<file path="src/rtl/phase_sequencer_pkg.sv">
// phase_sequencer_pkg: shared phase index constants and sequencer state type
package phase_sequencer_pkg;
  localparam int PH_DECODE = 0;
  localparam int PH_EXEC   = 1;
  localparam int PH_RDMEM  = 2;
  localparam int PH_FETCH  = 3;
  typedef enum logic {ST_RUN, ST_HALTED} state_e;
endpackage

</file>
<file path="src/rtl/phase_next_sel.sv">
// phase_next_sel: finds the first unskipped phase after cur in ring order
module phase_next_sel
  import phase_sequencer_pkg::*;
#(
  parameter int NUM_PHASES = 4
) (
  input  logic [$clog2(NUM_PHASES)-1:0] cur,
  input  logic [NUM_PHASES-1:0]         skip_mask,
  output logic [$clog2(NUM_PHASES)-1:0] nxt,
  output logic                          wrap
);
  localparam int IW = $clog2(NUM_PHASES);
  logic [IW-1:0] c;
  // Scan farthest-first so the nearest unskipped candidate is the last one written
  always_comb begin
    nxt = IW'(PH_DECODE);
    c = '0;
    for (int k = NUM_PHASES - 1; k >= 1; k--) begin
      c = IW'((int'(cur) + k) % NUM_PHASES);
      if (c == IW'(PH_DECODE) || !skip_mask[c]) nxt = c;
    end
  end
  assign wrap = nxt == IW'(PH_DECODE);
endmodule

</file>
<file path="src/rtl/phase_sequencer.sv">
// phase_sequencer: ring phase generator with stall, skip, boundary halt/resume and cycle counter
module phase_sequencer
  import phase_sequencer_pkg::*;
#(
  parameter int NUM_PHASES  = 4,
  parameter int RESET_PHASE = 2,
  parameter int CNT_W       = 16
) (
  input  logic                          clk,
  input  logic                          rst,
  input  logic                          stall,
  input  logic [NUM_PHASES-1:0]         skip_mask,
  input  logic                          halt_req,
  input  logic                          run,
  output logic [NUM_PHASES-1:0]         phase,
  output logic [$clog2(NUM_PHASES)-1:0] phase_idx,
  output logic                          last_phase,
  output logic                          halted,
  output logic [CNT_W-1:0]              cycle_cnt
);
  localparam int IW = $clog2(NUM_PHASES);
  state_e state_q, state_d;
  logic [IW-1:0] idx_q, idx_d, nxt;
  logic [NUM_PHASES-1:0] phase_q, phase_d;
  logic [CNT_W-1:0] cnt_q, cnt_d;
  logic last_q, last_d, wrap;
  phase_next_sel #(.NUM_PHASES(NUM_PHASES)) u_next (
    .cur(idx_q), .skip_mask(skip_mask), .nxt(nxt), .wrap(wrap)
  );
  always_comb begin
    state_d = state_q;
    idx_d = idx_q;
    cnt_d = cnt_q;
    if (state_q == ST_HALTED) begin
      if (run) begin
        state_d = ST_RUN;
        idx_d = IW'(PH_DECODE);
        cnt_d = cnt_q + CNT_W'(1);
      end
    end else if (!stall) begin
      if (wrap && halt_req) begin
        state_d = ST_HALTED;
        idx_d = IW'(PH_DECODE);
      end else begin
        idx_d = nxt;
        cnt_d = wrap ? cnt_q + CNT_W'(1) : cnt_q;
      end
    end
    phase_d = (state_d == ST_RUN) ? NUM_PHASES'(1) << idx_d : '0;
    last_d = (state_d == ST_RUN) && (idx_d == IW'(NUM_PHASES - 1));
  end
  always_ff @(posedge clk) begin
    if (rst) begin
      state_q <= ST_RUN;
      idx_q <= IW'(RESET_PHASE);
      phase_q <= NUM_PHASES'(1) << RESET_PHASE;
      last_q <= RESET_PHASE == NUM_PHASES - 1;
      cnt_q <= '0;
    end else begin
      state_q <= state_d;
      idx_q <= idx_d;
      phase_q <= phase_d;
      last_q <= last_d;
      cnt_q <= cnt_d;
    end
  end
  assign phase = phase_q;
  assign phase_idx = idx_q;
  assign last_phase = last_q;
  assign halted = state_q == ST_HALTED;
  assign cycle_cnt = cnt_q;
endmodule
</file>
<file path="config.mk">
export PLATFORM = sky130hd
export DESIGN_NAME = phase_sequencer
export DESIGN_NICKNAME = d
export VERILOG_FILES = /design/src/rtl/phase_sequencer_pkg.sv /design/src/rtl/phase_next_sel.sv /design/src/rtl/phase_sequencer.sv
export SDC_FILE = /design/constraint.sdc
export NUM_CORES = 1
export LEC_CHECK = 0
export ABC_AREA = 0
export CORE_ASPECT_RATIO = 1.2
export CORE_MARGIN = 10
export CORE_UTILIZATION = 52
export CTS_CLUSTER_DIAMETER = 150
export DETAILED_ROUTE_END_ITERATION = 8
export PLACE_DENSITY = 0.9
export SLEW_MARGIN = 20
export SYNTH_ARGS = -nofsm -noshare
export SYNTH_HDL_FRONTEND = slang
export SYNTH_HIERARCHICAL = 1
export SYNTH_SLANG_ARGS = --single-unit
</file>
<file path="constraint.sdc">
create_clock -name clk -period 5.6 [get_ports clk]
set_input_delay 1.12 -clock clk [delete_from_list [all_inputs] [get_ports clk]]
set_output_delay 1.12 -clock clk [all_outputs]
set_load 0.03 [all_outputs]
</file>
======== Word level (Yosys, flattened, before mapping) ========
Index checks and enable logic that the tools add are counted.
storage, ports and cells
  bits in registers ....................... 24
  input bits .............................. 9
  output and inout bits ................... 24
  word-level logic and storage cells ...... 57
operators by class
  add/sub/neg operators ................... 4
  order comparisons ....................... 3
  eq/ne operators ......................... 4
  shift-type cells ........................ 1
  muxes and demuxes ....................... 23
  bitwise logic cells ..................... 1
  reduce and logical (&&, ||, !) cells .... 15
operator list
  cell                                                                     count
  16-bit 2-to-1 mux                                                        5
  16-bit by 1-bit adder with 16-bit output, second input constant          1
  2-bit 2-to-1 mux                                                         7
  2-bit by 3-bit < comparator with 1-bit output, second input constant     3
  2-bit logical NOT                                                        4
  1-bit 2-to-1 mux                                                         7
  1-bit binary-select mux with 2-bit select                                3
  2-bit adder, second input constant                                       2
  2-bit inequality test, second input constant                             2
  4-bit AND reduction                                                      1
  1-bit by 2-bit << shifter with 4-bit output, first input constant        1
  1-bit logical NOT                                                        3
  1-bit logical OR                                                         3
  3-bit 2-to-1 mux                                                         1
  2-bit by 1-bit adder with 2-bit output, second input constant            1
  2-bit equality test, second input constant                               1
  1-bit logical AND                                                        2
  2-bit by 1-bit inequality test with 1-bit output, second input constant  1
  2-bit nonzero test                                                       1
  2-bit OR reduction                                                       1
  1-bit NOT                                                                1

======== Depth between registers and ports, before layout ========
  depth in word-level cells ............... 15
  depth in mapped cells ................... 12

======== Hierarchy ========
The synthesis kept the hierarchy.
modules (own cells, without submodules)
  module           times used  cells an instance  area an instance (um^2)  sequential area each (um^2)
  phase_sequencer  1           111                1042.2                   480.5
  phase_next_sel   1           30                 262.8                    0.0

======== Worst setup path after synthesis ========
No wires, ideal clock.
  path kind ............................... flip-flop to flip-flop
  start point ............................. register idx_q[0], in the netlist phase_idx[0]
  end point ............................... register cnt_q[15], in the netlist cycle_cnt[15]
  arrival ................................. 3.174 ns
  path slack .............................. 2.305 ns
  cell stages (with the launch flop) ...... 12
  buffers on the path ..................... 2
  period minus slack after synthesis ...... 3.295 ns
  cells stage by stage .................... dfxtp_1 buf_6 inv_1 ha_1 buf_1 nor3_1 o32ai_1 a221oi_2 nor4b_4 o21ai_2 nor4_1 mux2_2
on the way
  word-level cells in the longest chain between the ends .. 12
  elaborated cells between the ends (all ways) .. 26
ends and longest elaborated chain
  item                                       RTL line               RTL
  from (decl)                                phase_sequencer.sv:23  logic [IW-1:0] idx_q, idx_d, nxt;
  from (signal assigned)                     phase_sequencer.sv:55  idx_q <= IW'(RESET_PHASE);
  from (signal assigned)                     phase_sequencer.sv:61  idx_q <= idx_d;
  2-bit adder                                phase_next_sel.sv:19   c = IW'((int'(cur) + k) % NUM_PHASES);
  1-bit binary-select mux with 2-bit select  phase_next_sel.sv:20   if (c == IW'(PH_DECODE) || !skip_mask[c]) nxt = c;
  1-bit 2-to-1 mux (not written as such)     phase_next_sel.sv:20
  1-bit logical NOT                          phase_next_sel.sv:20
  1-bit logical OR                           phase_next_sel.sv:20
  2-bit 2-to-1 mux (2 in series)             phase_next_sel.sv:20
  2-bit 2-to-1 mux (*)                       phase_next_sel.sv:20
  2-bit logical NOT (*)                      phase_next_sel.sv:23   assign wrap = nxt == IW'(PH_DECODE);
  named net wrap                             phase_sequencer.sv:26  logic last_q, last_d, wrap;
  1-bit logical AND                          phase_sequencer.sv:41  if (wrap && halt_req) begin
  2-bit inequality test (no source line)     -
  4-bit AND reduction (no source line) (*)   -
  to (signal assigned)                       phase_sequencer.sv:64  cnt_q <= cnt_d;
  to (decl)                                  phase_sequencer.sv:25  logic [CNT_W-1:0] cnt_q, cnt_d;
Mark *: on every way through the listed nets, which the timed path passes. The rest lies on a longest branch. The select of a mux whose other input is x is not followed.
A chain may end at the register's enable or synchronous reset.

======== Worst setup path after layout ========
  start point ............................. input port skip_mask[2]
  end point ............................... register cnt_q[14], in the netlist cycle_cnt[14]
on the way
  word-level cells in the longest chain between the ends .. 11
  elaborated cells between the ends (all ways) .. 20
ends and longest elaborated chain
  item                                       RTL line               RTL
  from (decl)                                phase_sequencer.sv:12  input logic [NUM_PHASES-1:0] skip_mask,
  1-bit binary-select mux with 2-bit select  phase_next_sel.sv:20
  1-bit 2-to-1 mux (not written as such)     phase_next_sel.sv:20
  1-bit logical NOT                          phase_next_sel.sv:20
  1-bit logical OR                           phase_next_sel.sv:20
  2-bit 2-to-1 mux (2 in series)             phase_next_sel.sv:20
  2-bit 2-to-1 mux (*)                       phase_next_sel.sv:20
  2-bit logical NOT (*)                      phase_next_sel.sv:23
  named net wrap                             phase_sequencer.sv:26
  1-bit logical AND                          phase_sequencer.sv:41
  2-bit inequality test (no source line)     -
  4-bit AND reduction (no source line) (*)   -
Marks and branches as above.

==> summary.md <==
| Metric | Value |
|---|---|
| Critical path class | `primary input to register` |
| Initial antenna violation count | `0` |
| Routed Antenna Nets | `0` |
| Placed Area | `1630 sq um` |
| Count leader, synth | `dfxtp_1` |
| Clk sinks | `24` |
| DIE WIDTH | `65.7 um` |
| Fillers | `170` |
| Area grow syn2layout | `27.5%` |
| Core ar. | `2350 sq um` |
| Finished Layout Cells | `201` |
| Total power | `689 uW` |
| CTS Buffer Depth | `2` |
| CTS Hold Buffers Added | `0` |
| Num rows | `19` |
| Pre-CTS WS | `1570 ps` |
| Hold Slack | `519 ps` |
| PwrDens | `414 nW/um^2` |
| Max Cap Viol | `0` |
| Design Area, Final | `1660 sq um` |
| RePlAce Congestion | `0.866` |
| Minimum clock period | `3730 ps` |
| Leak Pwr | `0.583 nW` |
| Inst Count DP | `197` |
| CP Capture Type | `register` |
| CTS resizes | `0` |
| Synth top area share | `36.8%` |
| Crit path required time | `5830 ps` |
| R2r setup slk | `2070 ps` |
| CP Max Fanout | `9` |
| Final #Nets | `184` |
| Mapped Nets | `154` |
| Warnings from Yosys | `6` |
| RSZ-0062 raised after global routing | `no` |
| # setup viols final | `0` |
| Area contributors post-synth | `dfxtp_1 37%, xor2_1 4.0%, ha_1 3.8%, mux2i_1 3.8%, a21oi_1 3.5%` |
| Final period util | `66.6%` |
| Largest net degree at the start of global routing | `26` |
| Tightest Pin Transition | `857 ps` |
| First-pass GRT wire length | `5180 um` |
| Synth Flop Type | `dfxtp_1` |
| Relative slew slack | `42.7%` |
| Worst skew pair latency | `310 ps` |
| Root Buffer Master | `clkbuf_4` |
| Synth unique cells | `48` |
| GRT overflow | `0` |
| DRC viols | `0` |
| Post-CTS Setup Bufs | `0` |
| Fin. Hold Viols | `0` |
| First DRT Iteration DRCs | `40` |
| Initial Util | `55.4%` |
| Most frequent cells after synthesis | `24 x dfxtp_1, 12 x nor2_1, 9 x a21oi_1, 6 x inv_1, 6 x xor2_1` |
| Tot GR Track Use | `12.7%` |
| Largest area contributor in the netlist | `dfxtp_1` |
| Setup TNS | `0 ps` |
| Layout cells sized above 1 | `11.2%` |
| Cells after Synth | `141` |
| Count of input and output buffers | `32` |
| Vias in the first global route | `1205` |
| Setup crit start kind | `primary input` |
| Final Skew | `2.00 ps` |
| Finished Core Util | `70.7%` |
| Ys async rst share | `0%` |
| Area of the mapped netlist | `1310 sq um` |
| H-tree Lvls | `1` |
| #FFs+latches synth | `24` |
| Clk slew on worst S/H paths | `120 ps` |
| Die height | `74.9 um` |
| Status | `completed` |
| Ant diodes | `0` |
| Sequential share of the synthesized area | `36.8%` |
| Synthesized area per cell | `9.26 sq um` |
| FMAX | `0.268 GHz` |
| WL/cell | `15.3 um` |
| DR vias | `1183` |
| Die Area | `4920 sq um` |
| Final WS setup | `1870 ps` |
| Num CTS Buffers | `3` |
| TritonCTS clock tree | `built` |
| Critical path data arrival time | `3960 ps` |
| Number of synthesized flops with an enable pin | `0` |
| Hold Crit Class | `register to register` |
| Vias per cell | `5.89` |
| HPWL after DPL | `2340 um` |
| Final WL | `3080 um` |
| Io pins | `33` |
| Peak VDD IR | `0.267 mV` |
| TritonRoute pass-1 iters | `4` |
| Max Slew Vio Count | `0` |
## cells by family after synthesis
family          Yosys count  share of synthesized area (%)
compound gates           37                           20.9
flops                    24                           36.8
simple gates             48                           22.3
buf+inv                  13                           4.50
xor+xnor                  6                           4.03
fa+ha+maj                 4                           3.84
mux                       9                           7.57
## per-layer routing
metal / global-route usage [%] / part of all wire, %
met1: 14.0 / 43
met2: 21.5 / 49
met4: 5.71 / 1.2
met5: 0 / 0
met3: 4.30 / 6.9
## path summary, 6_finish.rpt
kind                   endpoint     startpoint  depth (start not counted)
setup / recovery  cycle_cnt[14]   skip_mask[2]                          9
hold reg to reg   cycle_cnt[13]  cycle_cnt[13]                          2
hold / removal    cycle_cnt[13]  cycle_cnt[13]                          2
setup reg to reg  cycle_cnt[14]   phase_idx[0]                          9
## sequential cells by signal (all words and copies together), names as in the netlist
signal / count
phase_idx: 2
cycle_cnt: 16
halted: 1
last_phase: 1
phase: 4
## critical path, stage by stage
cell and delay [ps]:
clkdlybuf4s50_1 540, mux2i_1 110, nor3_1 350, o32ai_1 200, a221oi_2 380, nor4b_4 440, o21ai_2 220, or4_1 440
a21oi_1 160
## report_power, final
group          internal (mW)  switching [mW]
Combinational          0.176           0.199
Sequential             0.196          0.0297
Clock                 0.0397          0.0487
## placed cells by master, fill, tap and decap left out, types with 2 or more instances in the layout
| master | netlist | layout |
|---|---|---|
| mux2_2 | 3 | 3 |
| inv_1 | 6 | 6 |
| a21oi_1 | 9 | 9 |
| o2111ai_1 | 2 | 2 |
| o31ai_1 | 5 | 5 |
| o21ai_0 | 5 | 5 |
| or4_1 | 4 | 4 |
| and3_1 | 2 | 2 |
| mux2i_1 | 5 | 5 |
| dfxtp_1 | 24 | 24 |
| or3_1 | 4 | 4 |
| clkbuf_4 | 0 | 3 |
| or2_2 | 2 | 2 |
| nor4b_1 | 3 | 3 |
| clkdlybuf4s50_1 | 0 | 32 |
| nor4_1 | 2 | 2 |
| nand3_1 | 3 | 3 |
| o21ai_2 | 2 | 2 |
| xor2_1 | 6 | 6 |
| nor2_1 | 12 | 12 |
| nand2_1 | 4 | 4 |
| nor3_1 | 3 | 3 |
| o211ai_1 | 3 | 3 |
| ha_1 | 4 | 4 |
## cell type report
cell class / instances / area, sq um / share of cell area, %
clock buffer: 4 / 36.3 / 2.18
timing repair buffer: 32 / 320 / 19.2
inverter: 6 / 22.5 / 1.35
sequential: 24 / 480 / 28.9
multi-input combinational: 104 / 766 / 46.0
tap: 31 / 38.8 / 2.33
(Power assumes the default switching activity.)
